$ cat config.mk
export PLATFORM = sky130hd
export DESIGN_NAME = swap_dispatch
export DESIGN_NICKNAME = d
export VERILOG_FILES = /design/src/rtl/swap_dispatch.sv
export SDC_FILE = /design/constraint.sdc
export NUM_CORES = 1
export LEC_CHECK = 0
export BUFFER_PORTS_ARGS = -buffer_cell sky130_fd_sc_hd__buf_2
export CAP_MARGIN = 20
export CORE_MARGIN = 2
export CORE_UTILIZATION = 40
export DETAILED_ROUTE_END_ITERATION = 16
export GPL_TIMING_DRIVEN = 0
export PLACE_DENSITY = 0.7
export SYNTH_ARGS = -nofsm -noshare
export SYNTH_HDL_FRONTEND = slang
export SYNTH_SLANG_ARGS = --single-unit
$ cat constraint.sdc
create_clock -name clk -period 2.8 [get_ports clk]
set_clock_uncertainty 0.1 [all_clocks]
set_input_delay 0.28 -clock clk [delete_from_list [all_inputs] [get_ports clk]]
set_output_delay 0.28 -clock clk [all_outputs]
set_load 0.005 [all_outputs]
$ cat src/rtl/swap_dispatch.sv
// swap_dispatch: request FIFO and issuer in front of the two-memory swap engine.
// Optional same-cycle bypass when empty and idle: define SWAP_DISPATCH_BYPASS_EN.
module swap_dispatch #(
   parameter int AW    = 32,
   parameter int DEPTH = 4,
   parameter int CW    = $clog2(DEPTH) + 1
) (
   input  logic          clk,
   input  logic          rst,
   input  logic          req_valid,
   output logic          req_ready,
   input  logic [AW-1:0] req_addra,
   input  logic [AW-1:0] req_addrb,
   output logic          start,
   output logic [AW-1:0] addra,
   output logic [AW-1:0] addrb,
   output logic          busy,
   output logic          done,
   output logic [CW-1:0] count
);

   localparam int PW = $clog2(DEPTH);

   typedef enum logic [1:0] {
      ST_IDLE = 2'd0,
      ST_RD   = 2'd1,
      ST_WR   = 2'd2
   } state_t;

   state_t        state_q, state_d;
   logic [PW-1:0] wptr_q, wptr_d;
   logic [PW-1:0] rptr_q, rptr_d;
   logic [CW-1:0] count_q, count_d;
   logic [AW-1:0] mem_a_q [DEPTH];
   logic [AW-1:0] mem_b_q [DEPTH];

   logic idle;
   logic has_data;
   logic byp;
   logic push;
   logic pop;

   assign idle     = (state_q == ST_IDLE);
   assign has_data = (count_q != '0);

   // Mirror state register; engine shares rst so both return to IDLE together
   always_ff @(posedge clk) begin
      if (rst) begin
         state_q <= ST_IDLE;
      end else begin
         state_q <= state_d;
      end
   end

   // Mirror next state: follows the engine's IDLE->RD->WR->IDLE walk
   always_comb begin
      state_d = ST_IDLE;
      case (state_q)
         ST_IDLE: state_d = start ? ST_RD : ST_IDLE;
         ST_RD:   state_d = ST_WR;
         ST_WR:   state_d = ST_IDLE;
         default: state_d = ST_IDLE;
      endcase
   end

   // Issue decode: head of queue first, else optional bypass of the live request
   always_comb begin
`ifdef SWAP_DISPATCH_BYPASS_EN
      byp = idle && !has_data && req_valid;
`else
      byp = 1'b0;
`endif
      pop   = idle && has_data;
      start = pop || byp;
      addra = '0;
      addrb = '0;
      if (pop) begin
         addra = mem_a_q[rptr_q];
         addrb = mem_b_q[rptr_q];
      end else if (byp) begin
         addra = req_addra;
         addrb = req_addrb;
      end
      busy  = !idle;
      done  = (state_q == ST_WR);
   end

   assign req_ready = (count_q != CW'(DEPTH));
   assign count     = count_q;
   assign push      = req_valid && req_ready && !byp;

   // Pointer and occupancy next state; push and pop together leave count alone
   always_comb begin
      wptr_d  = wptr_q;
      rptr_d  = rptr_q;
      count_d = count_q;
      if (push) begin
         wptr_d = wptr_q + 1'b1;
      end
      if (pop) begin
         rptr_d = rptr_q + 1'b1;
      end
      if (push && !pop) begin
         count_d = count_q + CW'(1);
      end else if (pop && !push) begin
         count_d = count_q - CW'(1);
      end
   end

   // Pointer and occupancy registers; reset drops any queued requests
   always_ff @(posedge clk) begin
      if (rst) begin
         wptr_q  <= '0;
         rptr_q  <= '0;
         count_q <= '0;
      end else begin
         wptr_q  <= wptr_d;
         rptr_q  <= rptr_d;
         count_q <= count_d;
      end
   end

   // Queue storage; contents need no reset since count gates every read
   always_ff @(posedge clk) begin
      if (push) begin
         mem_a_q[wptr_q] <= req_addra;
         mem_b_q[wptr_q] <= req_addrb;
      end
   end

endmodule

==> run metrics <==
M2 GR Usage 0.271; routability cong. 0.698; Hold Vio Cnt, Final 0; FF-to-FF Start count[0]; Final min period 2.60 ns; post-synth cell types 30; Post-DRT Antenna Nets 0; Setup Crit Path Kind reg2out; DRC viols 0; total power 11.6 mW; die area 27000 um^2; Post-Layout Cell Count 1044; # IOs 138; dpl hpwl 12200 um; Num Clock Sinks 267; Power Density 897 nW/um^2; CTS tree built; Reg area 7910 um^2; routed via count 5154; pre-CTS setup slack 0.417 ns; Post-Syn Instances 462; share of the synthesized area in the top cell type 0.747; Antenna diodes 0; drt first pass iters 4; Final Max Slew Viols 0; worst r2r dst count[2]; Post-DP Area 11500 um^2; IR Drop Worst-Case VDD 0.560 mV; final worst slack 0.201 ns; met3 Track Usage GR 0.0309; Root Buffer clkbuf_16; Req. time, crit path 2.42 ns; area of the multi-input gates 2180 um^2; synth top area cells edfxtp_1, mux4_2, and2_1; Critical Path AT 2.22 ns; antenna violations before repair 0; first-pass GRT wire length 30500 um; Starting Density 0.408; met1 Track Usage GR 0.179; CP endpoint addrb[22]; Post-Syn Nets 535; HP Class in2reg; NumNets Final 770; main flop type after synthesis edfxtp_1; fin crit share 0.928; most frequent cells after synthesis edfxtp_1, and2_1, mux4_2; core box area 25300 um^2; Post-synth ARST share 0; grt ovf 0; Iteration-0 DRC Markers 255; DR vias/cell 4.94; CTS buffer count 27; busiest grt layer met2; H-tree levels 1; die height 164 um; max cap viols 0; I/O Buffers 137; Fillers 2084; cells on worst reg2reg path 8; Routed WL 19500 um; placed cells 933; post-synthesis average cell area 22.3 um^2; slew margin rel. 0.619; crit-path max FO 10; Rows 58; pin count of the biggest net entering global routing 34; share of layout cells above drive strength 1 0.384; r2r setup slk 0.41 ns; Area growth, synth to finish 25.5%; WL/cell 18.7 um; CTS clock-pin slew for the worst setup and hold paths 0.06 ns; most frequent cell after synthesis edfxtp_1; Yosys reg bits 267; Yosys top cell by area edfxtp_1; crit path launch type flip-flop; vias in the first global route 5633; Total Routing Usage GR 0.147; RSZ-0062 raised after global routing no; status complete, no violations; CP Capture Type output port; leak pwr 4.56 nW; mapped cell area 10300 um^2; Syn. warnings 0; final instance area 12900 um^2; register area share after synthesis 0.768; clock latency on the worst-skew pair 0.51 ns; Max Freq 385 MHz; final setup violation count 0; Post-CTS Setup Repair Bufs 0; Worst-Margin Slew 0.572 ns; fin util 0.512; Longest Clk Path Bufs 3; Die Wd 164 um; EDFF count, synth 256
-- what timing repair did --
action / CTS / global route
hold endpoints to repair: 257 / 0
hold buffers: 65 / 0
gates resized for setup: 0 / 0
-- area by class of cell --
class	instances	share of cell area
sequential	267	0.612
multi-input combinational	169	0.169
timing repair buffer	206	0.110
clock buffer	32	0.0538
tap	330	0.0320
buffer	22	0.0153
clock inverter	14	0.00707
inverter	4	0.00136
-- cells by family (layout without fill, tap and decap cells) --
group,Yosys count,in the layout,share of synthesized area
flip-flops,267,267,0.768
AND/OR/NAND/NOR,88,88,0.0520
multiplexers,70,70,0.147
buffers and inverters,26,278,0.0209
adder cells (fa/ha/maj),6,6,0.00802
AO/OA/AOI/OAI,3,3,0.00207
XOR/XNOR,2,2,0.00170
-- metrics by stage --
stage / TNS [ns] / hold WS, ns
floorplan: 0 / 0.279
global placement: -10.79 / 0.330
detailed placement: 0 / 0.345
CTS: 0 / 0.111
global route: 0 / 0.125
finish: 0 / 0.142
-- sequential cells by signal (all words and copies together) (netlist names), named ones only --
| register | cells |
|---|---|
| mem_a_q | 128 |
| mem_b_q | 128 |
| count | 3 |
| rptr_q | 2 |
| state_q | 2 |
| wptr_q | 2 |
-- cells in the final DEF (no fill, tap or decap), types with 4 or more instances in the layout --
master / n
ha_1: 5
and2_4: 4
clkbuf_16: 27
nor2_1: 8
dfxtp_1: 11
buf_12: 5
edfxtp_1: 256
buf_2: 146
and2_1: 64
buf_6: 7
clkinv_1: 5
clkinv_2: 7
mux4_2: 64
clkbuf_1: 6
dlygate4sd3_1: 65
-- metal layers --
metal | wire length, um | part of all wire | up-vias
li1 | - | - | 2328
met1 | 7860 | 0.40 | 2673
met2 | 10300 | 0.53 | 124
met3 | 1070 | 0.055 | 29
met4 | 281 | 0.014 | 0
met5 | 0 | 0 | -
-- worst min path at each step --
stage / depth (start not counted) / end / from / slack, ns
6_report: 3 / wptr_q[1] / req_valid / 0.14
5_1_grt: 3 / wptr_q[1] / req_valid / 0.13
2_1_floorplan: 0 / mem_a_q[0][0] / req_addra[0] / 0.28
3_5_place_dp: 1 / state_q[1] / state_q[1] / 0.35
3_3_place_gp: 1 / state_q[1] / state_q[1] / 0.33
4_1_cts: 3 / wptr_q[1] / req_valid / 0.11
-- critical path: stages (launching register included) --
cell      delay, ns
dfxtp_1        0.30
clkbuf_2       0.29
buf_2          0.37
mux4_2         0.42
and2_1         0.20
buf_2          0.12
-- power by group --
part           internal, mW  switching (mW)  total, mW
clock                  1.84            1.36       3.21
combinational          1.86            1.61       3.47
sequential             4.80           0.109       4.91
No activity file was read; power rests on OpenSTA's default activity.
